===== src/rtl/arbiter2ph.sv =====
// Round-robin arbiter/mux of N two-phase req/ack sources onto one two-phase output channel.
// Optional simulation trace of grants and acks: define ARBITER2PH_TRACE_EN.
module arbiter2ph #(
  parameter int unsigned N     = 4,
  parameter int unsigned IDX_W = 2,
  parameter int unsigned SIZE  = 8,
  parameter int unsigned CNT_W = 16
) (
  input  logic              clk,
  input  logic              reset,
  input  logic [N-1:0]      in_req,
  output logic [N-1:0]      in_ack,
  input  logic [N*SIZE-1:0] in_data,
  output logic              out_req,
  input  logic              out_ack,
  output logic [SIZE-1:0]   out_data,
  output logic              busy,
  output logic [IDX_W-1:0]  grant,
  output logic [CNT_W-1:0]  xfer_count
);

  localparam int unsigned SUM_W = IDX_W + 1;

  localparam logic [0:0] S_IDLE = 1'b0;
  localparam logic [0:0] S_WAIT = 1'b1;

  generate
    if ((2 ** IDX_W) < N) begin : g_bad_idx_w
      $error("arbiter2ph: IDX_W too small for N");
    end
  endgenerate

  logic [0:0]       r_state;
  logic [IDX_W-1:0] r_ptr;
  logic [IDX_W-1:0] r_grant;
  logic [N-1:0]     r_in_ack;
  logic             r_out_req;
  logic [SIZE-1:0]  r_out_data;
  logic             r_busy;
  logic [CNT_W-1:0] r_count;

  logic [0:0]       w_state_nxt;
  logic [IDX_W-1:0] w_ptr_nxt;
  logic [IDX_W-1:0] w_grant_nxt;
  logic [N-1:0]     w_in_ack_nxt;
  logic             w_out_req_nxt;
  logic [SIZE-1:0]  w_out_data_nxt;
  logic             w_busy_nxt;
  logic [CNT_W-1:0] w_count_nxt;

  logic [N-1:0]     w_pending;
  logic             w_found;
  logic [IDX_W-1:0] w_sel;
  logic             w_dn_ack;

  assign w_pending = in_req ^ r_in_ack;
  assign w_dn_ack  = (out_ack == r_out_req);

  // First pending channel scanning ptr, ptr+1, ... with wrap at N.
  always_comb begin
    logic [SUM_W-1:0] v_idx;
    w_found = 1'b0;
    w_sel   = '0;
    v_idx   = '0;
    for (int unsigned k = 0; k < N; k++) begin
      v_idx = SUM_W'(r_ptr) + SUM_W'(k);
      if (v_idx >= SUM_W'(N)) begin
        v_idx = v_idx - SUM_W'(N);
      end
      if (!w_found && w_pending[v_idx[IDX_W-1:0]]) begin
        w_found = 1'b1;
        w_sel   = v_idx[IDX_W-1:0];
      end
    end
  end

  // Next-state and registered-output logic.
  always_comb begin
    w_state_nxt    = r_state;
    w_ptr_nxt      = r_ptr;
    w_grant_nxt    = r_grant;
    w_in_ack_nxt   = r_in_ack;
    w_out_req_nxt  = r_out_req;
    w_out_data_nxt = r_out_data;
    w_busy_nxt     = r_busy;
    w_count_nxt    = r_count;
    case (r_state)
      S_IDLE: begin
        if (w_found) begin
          w_out_data_nxt = in_data[32'(w_sel) * SIZE +: SIZE];
          w_out_req_nxt  = ~r_out_req;
          w_grant_nxt    = w_sel;
          w_busy_nxt     = 1'b1;
          w_state_nxt    = S_WAIT;
        end
      end
      S_WAIT: begin
        if (w_dn_ack) begin
          w_in_ack_nxt[r_grant] = ~r_in_ack[r_grant];
          w_busy_nxt            = 1'b0;
          w_state_nxt           = S_IDLE;
          w_ptr_nxt             = (r_grant == IDX_W'(N - 1)) ? '0 : r_grant + IDX_W'(1);
          if (r_count != '1) begin
            w_count_nxt = r_count + CNT_W'(1);
          end
        end
      end
      default: begin
        w_state_nxt = S_IDLE;
      end
    endcase
  end

  // State register with synchronous active-low reset.
  always_ff @(posedge clk) begin
    if (!reset) begin
      r_state    <= S_IDLE;
      r_ptr      <= '0;
      r_grant    <= '0;
      r_in_ack   <= '0;
      r_out_req  <= 1'b0;
      r_out_data <= '0;
      r_busy     <= 1'b0;
      r_count    <= '0;
    end else begin
      r_state    <= w_state_nxt;
      r_ptr      <= w_ptr_nxt;
      r_grant    <= w_grant_nxt;
      r_in_ack   <= w_in_ack_nxt;
      r_out_req  <= w_out_req_nxt;
      r_out_data <= w_out_data_nxt;
      r_busy     <= w_busy_nxt;
      r_count    <= w_count_nxt;
    end
  end

  assign in_ack     = r_in_ack;
  assign out_req    = r_out_req;
  assign out_data   = r_out_data;
  assign busy       = r_busy;
  assign grant      = r_grant;
  assign xfer_count = r_count;

`ifdef ARBITER2PH_TRACE_EN
  always @(posedge clk) begin
    if (reset) begin
      if (r_state == S_IDLE && w_found) begin
        $display("%0t Arbiter %0d %h", $time, w_sel, in_data[32'(w_sel) * SIZE +: SIZE]);
      end
      if (r_state == S_WAIT && w_dn_ack) begin
        $display("%0t Arbiter %0d ack", $time, r_grant);
      end
    end
  end
`else
`endif

endmodule

===== config.mk =====
export PLATFORM = sky130hd
export DESIGN_NAME = arbiter2ph
export DESIGN_NICKNAME = d
export VERILOG_FILES = /design/src/rtl/arbiter2ph.sv
export SDC_FILE = /design/constraint.sdc
export NUM_CORES = 1
export LEC_CHECK = 0
export ABC_CLOCK_PERIOD_IN_PS = 2800
export BUFFER_PORTS_ARGS = -buffer_cell sky130_fd_sc_hd__clkbuf_2
export CAP_MARGIN = 20
export CORE_MARGIN = 3
export CORE_UTILIZATION = 46
export CTS_CLUSTER_DIAMETER = 60
export CTS_CLUSTER_SIZE = 40
export DETAILED_ROUTE_END_ITERATION = 8
export GPL_TIMING_DRIVEN = 0
export HOLD_SLACK_MARGIN = 0.05
export MAX_ROUTING_LAYER = met4
export PLACE_DENSITY = 0.85
export SYNTH_ARGS = -nofsm -noshare
export SYNTH_HDL_FRONTEND = slang
export SYNTH_SLANG_ARGS = --single-unit

===== constraint.sdc =====
create_clock -name clk -period 2.8 [get_ports clk]
set_clock_uncertainty 0.1 [all_clocks]
set_input_delay 0.42 -clock clk [delete_from_list [all_inputs] [get_ports clk]]
set_output_delay 0.42 -clock clk [all_outputs]
set_load 0.05 [all_outputs]

# Yosys cells after proc, flatten, opt, wreduce, memory -nomap -nowiden

Index checks and enable logic that the tools add are counted.

Register bits after elaboration: 35
Input bits: 39
Output and inout port bits: 32
Logic and storage cells: 80

Add/subtract/negate cells: 9
Order comparisons: 10
Eq/ne operators: 5
Shift operators: 1
Muxes and demuxes: 32
Bitwise operators: 4
Reductions and logical operators: 11

Operators by type and width:

| operator                                                           | number |
|---|---|
| indexed part select 32 x 6 -> 8 bit                                | 1 |
| 2-to-1 mux 2 bit                                                   | 9 |
| adder 16 x 1 -> 16 bit (second input constant)                     | 1 |
| inequality test 16 bit (second input constant)                     | 1 |
| less-than comparator 2 x 3 -> 1 bit (second input constant)        | 5 |
| 2-to-1 mux 1 bit                                                   | 14 |
| binary-select mux 1 bit (select 2 bit)                             | 5 |
| greater-or-equal comparator 3 bit (second input constant)          | 3 |
| subtractor 2 x 1 -> 2 bit (second input constant)                  | 4 |
| adder 2 x 2 -> 3 bit (second input constant)                       | 2 |
| AND reduction 2 bit                                                | 3 |
| bitwise mux 4 bit                                                  | 1 |
| logical AND 1 bit                                                  | 4 |
| case mux 1 bit (2 select lines)                                    | 2 |
| bitwise XOR 4 bit                                                  | 1 |
| adder 2 x 1 -> 3 bit (second input constant)                       | 1 |
| greater-or-equal comparator 2 x 3 -> 1 bit (second input constant) | 1 |
| zero test 1 bit                                                    | 3 |
| NOT 1 bit                                                          | 3 |
| AND reduction 3 bit                                                | 1 |
| adder 2 x 1 -> 2 bit (second input constant)                       | 1 |
| demux 1 bit (select 2 bit)                                         | 1 |
| == test 2 bit (second input constant)                              | 1 |
| greater-or-equal comparator 2 x 1 -> 1 bit (second input constant) | 1 |
| 3 further kinds                                                    | 3 |

# Longest topological paths before layout

Gate-level depths: netlist of the first run.

Depth in word-level cells: 16
Gate-level depth with buffers: 8
Mapped depth without buffers: 6

# Worst setup path after synthesis of the first run

No wires, ideal clock.

Kind: register to register
From: reg r_count[0], in the netlist xfer_count[0]
To: reg r_count[2], in the netlist xfer_count[2]
Setup time: 128 ps
Arrival time: 2051 ps
Data required time: 2572 ps
Slack: 521 ps
Cell stages (with the launch flop): 7
Path buffers: 0
Period minus slack after synthesis: 2279 ps
Cells stage by stage: dfxtp_1 -> ha_1 -> nand4_1 -> nor4b_1 -> nor3b_1 -> xnor2_1 -> nor2_1

Longest elaborated chain between the ends: 2
Elaborated cells on any way between the ends: 3
Those cells by class: add/sub: 1; eq/ne: 1; reduce/logical: 1

RTL lines:

| item                                                           | line | source |
|---|---|---|
| from (decl)                                                    | 40   | `logic [CNT_W-1:0] r_count;` |
| from (signal assigned)                                         | 133  | `r_count <= w_count_nxt;` |
| branches (longest 2 deep; another with adder 16 x 1 -> 16 bit) | --   |  |

Parallel ways; which one is timed is not known.
A chain may end at the register's enable or synchronous reset.

# Final worst setup path of the first run

From: reg r_count[0], in the netlist xfer_count[0]
To: reg r_count[0], in the netlist xfer_count[0]

Same word-level chain as after synthesis.

==> results of run 1 <==
[routing by layer]
metal	GRT usage	wire, microns
met4	0.0766	38
met1	0.230	1990
met3	0.0734	370
met2	0.328	2200
met5	-	0
[worst max-delay path by stage]
| stage | startpoint | endpoint | slack [ns] | cells after the start |
|---|---|---|---|---|
| 2_1_floorplan | xfer_count[0] | xfer_count[2] | 0.52 | 6 |
| 3_3_place_gp | in_req[3] | out_data[0] | 0.62 | 6 |
| 3_5_place_dp | xfer_count[0] | xfer_count[2] | 0.57 | 6 |
| 4_1_cts | xfer_count[0] | xfer_count[0] | 0.57 | 6 |
| 5_1_grt | xfer_count[0] | xfer_count[5] | 0.33 | 6 |
| 6_report | xfer_count[0] | xfer_count[0] | 0.55 | 6 |
[per-stage QoR]
step                instance area, sq um   util  power (mW)
finish                              2370  0.624        1.45
floorplan                           1880      -       0.983
detailed placement                  2290  0.602        1.11
CTS                                 2370  0.624        1.46
global route                        2370  0.624        1.53
global placement                    2290  0.602        1.10
[power by group through the flow]
stage | clock (mW) | combinational [mW] | sequential (mW)
final | 0.350 | 0.504 | 0.592
after global routing | 0.389 | 0.544 | 0.599
after CTS | 0.365 | 0.508 | 0.591
after detailed placement | 0 | 0.506 | 0.602
after global placement | 0 | 0.498 | 0.599
after floorplan | 0 | 0.235 | 0.748
[worst reg2reg max path: cells and delay by family, from the launching register on]
family / cells / cell delay, ns
and+or+nand+nor: 4 / 1.19
DFF: 1 / 0.39
xor gates and xnor gates: 1 / 0.18
adders and majority gates: 1 / 0.26
[synth_stat cells (all sizes together), types with 3 or more instances]
cell,n
nand4,5
a311oi,4
xor2,4
nor3b,3
nor4b,3
dfxtp,35
nor2,23
clkbuf,5
a21oi,11
mux2i,16
xnor2,16
nand2,11
ha,5
inv,4
o221ai,9
nor3,9
buf,4
nand3,12
[cell type report]
cell class	count	area share
well taps	48	0.0254
flip-flops and latches	35	0.296
inverters	5	0.00792
clock buffers	7	0.0322
multi-input cells	156	0.463
clock inverters	1	0.00211
plain buffers	9	0.0254
repair buffers	70	0.148
[cells by family (layout without fill, tap and decap cells)]
| kind of cell | after synthesis | in the layout | synth area share |
|---|---|---|---|
| AO/OA/AOI/OAI | 33 | 33 | 0.127 |
| XOR/XNOR | 20 | 20 | 0.0973 |
| adder cells (fa/ha/maj) | 5 | 5 | 0.0333 |
| buffers and inverters | 14 | 92 | 0.0420 |
| flip-flops | 35 | 35 | 0.373 |
| multiplexers | 18 | 18 | 0.105 |
| AND/OR/NAND/NOR | 80 | 80 | 0.222 |
[state kept, by name, indices dropped and copies added (netlist names)]
name / cells
xfer_count: 16
out_data: 8
in_ack: 4
grant: 2
r_ptr: 2
busy: 1
out_req: 1
r_state: 1
==> results.sh, run 1 <==
export IMPL_status="completed"
export IMPL_cp_data_required_time_ns=2.85
export IMPL_vias_per_cell=5.44
export IMPL_grt_start_max_net_pins=11
export IMPL_multi_input_area_sq_um=1100
export IMPL_slowest_stage="nor4b_1"
export IMPL_wl_per_cell_microns=13.9
export IMPL_cts_root_buf="clkbuf_8"
export IMPL_drive_above_1_share=0.307
export IMPL_holdPathEnd="out_data[7]"
export IMPL_power_density_nw_per_um2=610
export IMPL_cp_max_fo=6
export IMPL_worst_skew_pair_late_latency_ns=0.29
export IMPL_worstHoldPathType="input pin to flip-flop"
export IMPL_worst_slew_pin_slew_ns=0.955
export IMPL_cts_sinks=35
export IMPL_area_growth_pct=26.2
export IMPL_final_cell_mix="clkbuf_2, dfxtp_1, nor2_1"
export IMPL_core_sq_um=3800
export IMPL_synth_flop_cell="dfxtp_1"
export IMPL_cts_hold_fix_buffers=0
export IMPL_syn_area_sq_um=1880
export IMPL_finalHoldWorstSlack_ns=0.351
export IMPL_postRouteAntennaNets=0
export IMPL_worstHoldStart="in_data[23]"
export IMPL_finalWeightedCongestion=0.884
export IMPL_layout_nets=326
export IMPL_worstRegToRegCells=6
export IMPL_num_antenna_cells=0
export IMPL_ys_types=41
export IMPL_ys_seq_area_frac=0.373
export IMPL_critPathBufInv=0
export IMPL_dp_hpwl_microns=3540
export IMPL_initial_core_util=0.494
export IMPL_die_w_microns=69.9
export IMPL_synth_edff_count=0
export IMPL_regToRegSetupSlack_ns=0.55
export IMPL_slew_viol_final=0
export IMPL_critical_path_max_stage_delay_ns=0.82
export IMPL_setup_slack_ns=0.549
export IMPL_intPower_mw=0.899
export IMPL_drc_errors=0
export IMPL_track_usage=0.203
export IMPL_pwr_share_comb=0.349
export IMPL_swShare=0.378
export IMPL_synth_async_reset_ratio=0
export IMPL_dp_cells=323
export IMPL_synth_area_leaders="dfxtp_1, mux2i_1, xnor2_1, nor2_1, o221ai_1"
export IMPL_cts_buffer_depth=2
export IMPL_fill_cells=338
export IMPL_r2r_end="xfer_count[0]"
export IMPL_syn_nets=249
export IMPL_grt_overflow=0
export IMPL_ios=71
export IMPL_cts_tree="yes"
export IMPL_vias=1802
export IMPL_dieArea_sq_um=4880
export IMPL_register_area_sq_um=701
export IMPL_cp_arrival_ns=2.30
export IMPL_rsz0062_at_grt="false"
export IMPL_cp_top_family="simple AND/OR/NAND/NOR gates"
export IMPL_cp_start_kind="flip-flop"
export IMPL_yosysTopAreaCell="dfxtp_1"
export IMPL_worst_setup_path_type="flip-flop to flip-flop"
export IMPL_numCtsBuffers=5
export IMPL_drv_cap=0
export IMPL_hold_depth=3
export IMPL_num_rows=22
export IMPL_avgSynthCellArea_sq_um=9.16
export IMPL_r2r_start="xfer_count[0]"
export IMPL_setup_viol=0
export IMPL_hold_viol=0
export IMPL_pre_cts_ws_ns=0.567
export IMPL_grt_pass1_vias=1790
export IMPL_die_h_microns=69.9
export IMPL_seq_power_share=0.409
export IMPL_fmax_mhz=444
export IMPL_ir_drop_uv=320
export IMPL_cts_resized=0
export IMPL_totalWireLength_microns=4600
export IMPL_grt_pass1_wl_microns=7910
export IMPL_fin_tns_setup_ns=0
export IMPL_synth_top_area_share=0.373
export IMPL_postCtsSetupBuffers=0
export IMPL_cpMostUsedCell="nor2_1"
export IMPL_htreeDepth=2
export IMPL_maxSlewHeadroom=0.355
export IMPL_post_route_period_util=0.804
export IMPL_instances_no_fill=331
export IMPL_portBuffers=70
export IMPL_synth_seq_cells=35
export IMPL_leakage_nw=1.05
export IMPL_worstSetupEndpointType="flip-flop"
export IMPL_antenna_found_initial=0
export IMPL_min_period_ns=2.25
export IMPL_detail_route_first_pass_iterations=4
export IMPL_final_common_cell="clkbuf_2"
export IMPL_power_share_clock=0.242
export IMPL_yosys_warnings=0
export IMPL_p_switching_mw=0.547
export IMPL_synthCells=205
export IMPL_path_clk_slew_ns=0.06
export IMPL_path_cells="ha_1 -> nand4_1 -> nor4b_1 -> nor2_1 -> xnor2_1 -> nor2_1"
export IMPL_drt_iter0_markers=76
Note: power is estimated with default switching activity, not from simulation.
==> inputs of run 2 (changes only) <==
Settings changed: ABC_CLOCK_PERIOD_IN_PS 2800 to 2320.
Clock period 2.8 ns to 2.32 ns, I/O delays scaled along.
==> results.sh, run 2 (synthesis results as in run 1) <==
export IMPL_status="completed"
export IMPL_cts_root_buf="clkbuf_8"
export IMPL_cts_tree="yes"
export IMPL_core_sq_um=3800
export IMPL_worstHoldPathType="input pin to flip-flop"
export IMPL_holdPathEnd="out_data[7]"
export IMPL_cts_buffer_depth=2
export IMPL_final_common_cell="clkbuf_2"
export IMPL_area_growth_pct=26.8
export IMPL_worstSetupEndpointType="flip-flop"
export IMPL_cp_arrival_ns=2.13
export IMPL_layout_nets=326
export IMPL_fill_cells=336
export IMPL_drive_above_1_share=0.314
export IMPL_num_antenna_cells=0
export IMPL_rsz0062_at_grt="false"
export IMPL_final_cell_mix="clkbuf_2, dfxtp_1, nor2_1"
export IMPL_setup_viol=0
export IMPL_worst_setup_path_type="flip-flop to flip-flop"
export IMPL_track_usage=0.203
export IMPL_drv_cap=0
export IMPL_die_h_microns=69.9
export IMPL_slowest_stage="dfxtp_1"
export IMPL_hold_viol=0
export IMPL_worst_slew_pin_slew_ns=0.545
export IMPL_postCtsSetupBuffers=0
export IMPL_numCtsBuffers=5
export IMPL_maxSlewHeadroom=0.636
export IMPL_cp_max_fo=10
export IMPL_worst_skew_pair_late_latency_ns=0.29
export IMPL_ios=71
export IMPL_grt_overflow=0
export IMPL_postRouteAntennaNets=0
export IMPL_num_rows=22
export IMPL_grt_start_max_net_pins=11
export IMPL_initial_core_util=0.494
export IMPL_power_density_nw_per_um2=734
export IMPL_r2r_end="out_data[1]"
export IMPL_leakage_nw=1.05
export IMPL_r2r_start="in_ack[0]"
export IMPL_min_period_ns=2.07
export IMPL_cp_top_family="compound AO/OA/AOI/OAI gates"
export IMPL_antenna_found_initial=0
export IMPL_grt_pass1_wl_microns=7910
export IMPL_detail_route_first_pass_iterations=4
export IMPL_fmax_mhz=483
export IMPL_largest_reg_flops=16
export IMPL_cts_hold_fix_buffers=0
export IMPL_cts_resized=0
export IMPL_path_clk_slew_ns=0.07
export IMPL_htreeDepth=2
export IMPL_setup_slack_ns=0.250
export IMPL_die_w_microns=69.9
export IMPL_cts_sinks=35
export IMPL_portBuffers=70
export IMPL_cp_start_kind="flip-flop"
export IMPL_grt_pass1_vias=1790
export IMPL_slew_viol_final=0
export IMPL_dp_hpwl_microns=3540
export IMPL_worstRegToRegCells=7
export IMPL_post_route_period_util=0.892
export IMPL_regToRegSetupSlack_ns=0.25
export IMPL_vias=1811
export IMPL_vias_per_cell=5.47
export IMPL_drt_iter0_markers=93
export IMPL_totalWireLength_microns=4590
export IMPL_drc_errors=0
export IMPL_ir_drop_uv=386
export IMPL_fin_tns_setup_ns=0
export IMPL_cp_data_required_time_ns=2.38
export IMPL_pre_cts_ws_ns=0.0866
export IMPL_finalWeightedCongestion=0.884
export IMPL_hold_depth=3
export IMPL_worstHoldStart="in_data[23]"
export IMPL_critical_path_max_stage_delay_ns=0.43
export IMPL_path_cells="xor2_2 -> a211oi_1 -> o31ai_1 -> buf_4 -> buf_6 -> mux2i_1 -> o221ai_1"
export IMPL_wl_per_cell_microns=13.9
export IMPL_dieArea_sq_um=4880
export IMPL_critPathBufInv=2
-- run 2: worst max path at each step --
stage	depth (start not counted)	start	endpoint
2_1_floorplan	6	xfer_count[0]	xfer_count[2]
3_3_place_gp	6	xfer_count[0]	xfer_count[0]
3_5_place_dp	6	xfer_count[0]	xfer_count[2]
4_1_cts	6	xfer_count[0]	xfer_count[0]
5_1_grt	7	in_ack[0]	out_data[0]
6_report	7	in_ack[0]	out_data[1]
-- run 2: cell type report --
type / instances / area (sq um) / area share
Buffer: 9 / 60.1 / 0.0252
Clock buffer: 7 / 76.3 / 0.0321
Clock inverter: 1 / 5.00 / 0.00210
Inverter: 5 / 18.8 / 0.00789
Multi-Input combinational cell: 156 / 1110 / 0.466
Sequential cell: 35 / 701 / 0.294
Tap cell: 48 / 60.1 / 0.0252
Timing Repair Buffer: 70 / 350 / 0.147
-- run 2: layer usage --
layer	track usage	part of all wire	up-vias
met5	-	0	-
met4	0.0766	0.0083	0
met3	0.0734	0.082	3
met2	0.328	0.49	67
met1	0.230	0.42	834
li1	-	-	907
-- run 2: where the power goes --
group	total (mW)	internal, mW	switching, mW
clock network	0.423	0.211	0.212
logic	0.609	0.213	0.396
registers	0.714	0.661	0.0525
-- run 2: metrics by stage --
| step | area, sq um | cells | power, mW | hold slack (ns) | utilization |
|---|---|---|---|---|---|
| after global placement | 2290 | 323 | 1.32 | 0.362 | 0.602 |
| final | 2380 | 331 | 1.75 | 0.278 | 0.626 |
| after global routing | 2380 | 331 | 1.85 | 0.278 | 0.626 |
| after CTS | 2370 | 331 | 1.77 | 0.273 | 0.624 |
| after detailed placement | 2290 | 323 | 1.34 | 0.372 | 0.602 |
| after floorplan | 1880 | 205 | 1.19 | 0.414 | - |
-- run 2: worst register-to-register path, cell delays in order (launching register included) --
cell and delay [ns]:
dfxtp_1 0.43, xor2_2 0.28, a211oi_1 0.12, o31ai_1 0.20, buf_4 0.23, buf_6 0.20
mux2i_1 0.24, o221ai_1 0.15
==> inputs of run 3 (changes only) <==
Settings changed: CAP_MARGIN 20 to default, CORE_ASPECT_RATIO from default to 0.8.
==> results.sh, run 3 (synthesis results as in run 1) <==
export IMPL_status="completed"
export IMPL_min_period_ns=2.08
export IMPL_wl_per_cell_microns=13.5
export IMPL_cp_start_kind="flip-flop"
export IMPL_path_cells="xor2_1 -> or4_4 -> nor2b_1 -> nand3_2 -> o221ai_1"
export IMPL_dp_cells=330
export IMPL_numCtsBuffers=5
export IMPL_cts_buffer_depth=2
export IMPL_htreeDepth=2
export IMPL_finalHoldWorstSlack_ns=0.282
export IMPL_critical_path_max_stage_delay_ns=0.44
export IMPL_post_route_period_util=0.897
export IMPL_drv_cap=0
export IMPL_rsz0062_at_grt="false"
export IMPL_fill_cells=364
export IMPL_critPathBufInv=0
export IMPL_cts_tree="yes"
export IMPL_worst_setup_path_type="flip-flop to flip-flop"
export IMPL_cts_hold_fix_buffers=0
export IMPL_grt_pass1_wl_microns=7800
export IMPL_worst_slew_pin_slew_ns=0.543
export IMPL_num_rows=20
export IMPL_cp_data_required_time_ns=2.42
export IMPL_fin_tns_setup_ns=0
export IMPL_largest_reg_flops=16
export IMPL_path_clk_slew_ns=0.07
export IMPL_cp_max_fo=8
export IMPL_die_w_microns=77.4
export IMPL_drc_errors=0
export IMPL_drt_iter0_markers=51
export IMPL_totalWireLength_microns=4580
export IMPL_die_h_microns=63.1
export IMPL_cp_top_family="simple AND/OR/NAND/NOR gates"
export IMPL_grt_pass1_vias=1719
export IMPL_drive_above_1_share=0.322
export IMPL_ir_drop_uv=422
export IMPL_detail_route_first_pass_iterations=4
export IMPL_setup_viol=0
export IMPL_postRouteAntennaNets=0
export IMPL_num_antenna_cells=0
export IMPL_fmax_mhz=481
export IMPL_finalWeightedCongestion=0.802
export IMPL_dieArea_sq_um=4890
export IMPL_slowest_stage="dfxtp_1"
export IMPL_initial_core_util=0.487
export IMPL_portBuffers=70
export IMPL_utilization=0.629
export IMPL_slew_viol_final=0
export IMPL_core_sq_um=3850
export IMPL_cts_root_buf="clkbuf_8"
export IMPL_final_cell_mix="clkbuf_2, dfxtp_1, nor2_1"
export IMPL_instances_no_fill=338
export IMPL_ios=71
export IMPL_grt_start_max_net_pins=12
export IMPL_worstHoldPathType="input pin to flip-flop"
export IMPL_dp_hpwl_microns=3520
export IMPL_grt_overflow=0
export IMPL_leakage_nw=1.07
export IMPL_worst_skew_pair_late_latency_ns=0.28
export IMPL_vias_per_cell=5.40
export IMPL_cp_arrival_ns=2.18
export IMPL_hold_viol=0
export IMPL_layout_nets=326
export IMPL_area_growth_pct=29.2
export IMPL_maxSlewHeadroom=0.637
export IMPL_final_common_cell="clkbuf_2"
export IMPL_worstSetupEndpointType="flip-flop"
export IMPL_antenna_found_initial=0
export IMPL_track_usage=0.199
export IMPL_vias=1826
export IMPL_cts_sinks=35
export IMPL_power_density_nw_per_um2=780
-- run 3: repair_timing --
action / CTS / global route
gates resized for setup: 0 / 2
endpoints found under the setup margin: 0 / 11
buffers inserted: 0 / 0
-- run 3: path summary, 6_finish.rpt --
| kind | end | from | slack, ns | cells past startpoint |
|---|---|---|---|---|
| hold / removal | out_data[7] | in_data[23] | 0.28 | 3 |
| setup reg to reg | out_data[6] | in_ack[2] | 0.24 | 5 |
| hold reg to reg | out_data[4] | out_data[4] | 0.39 | 2 |
| setup / recovery | out_data[6] | in_ack[2] | 0.24 | 5 |
-- run 3: routing by layer --
layer	part of all wire	GRT usage
met2	0.45	0.313
met5	0	-
met1	0.47	0.253
met3	0.074	0.0557
met4	0.0066	0.0511
-- run 3: final cells by class --
| cell class | count | area (sq um) | share of cell area |
|---|---|---|---|
| buffer | 9 | 60.1 | 0.0248 |
| timing repair buffer | 70 | 350 | 0.144 |
| sequential | 35 | 701 | 0.289 |
| clock inverter | 2 | 35.0 | 0.0144 |
| clock buffer | 6 | 82.6 | 0.0341 |
| tap | 55 | 68.8 | 0.0284 |
| multi-input combinational | 156 | 1110 | 0.457 |
| inverter | 5 | 18.8 | 0.00774 |
-- run 3: through the flow --
| step | cell area (sq um) | setup WS [ns] | power (mW) |
|---|---|---|---|
| after global routing | 2420 | 0.0417 | 1.98 |
| final | 2420 | 0.239 | 1.89 |
| after floorplan | 1880 | 0.0411 | 1.19 |
| after CTS | 2410 | 0.0711 | 1.90 |
| after detailed placement | 2300 | 0.0814 | 1.34 |
| after global placement | 2300 | 0.143 | 1.33 |
-- run 3: worst reg2reg max path, cell delays in order (launching register included) --
cell and delay (ns):
dfxtp_1 0.44, xor2_1 0.30, or4_4 0.22, nor2b_1 0.40, nand3_2 0.28, o221ai_1 0.26
-- run 3: report_power, final --
part	switching, mW	total (mW)	internal, mW	leakage (nW)
Sequential	0.0530	0.714	0.661	0.285
Clock	0.217	0.564	0.348	0.0612
Combinational	0.398	0.612	0.213	0.720
Total	0.668	1.89	1.22	1.07
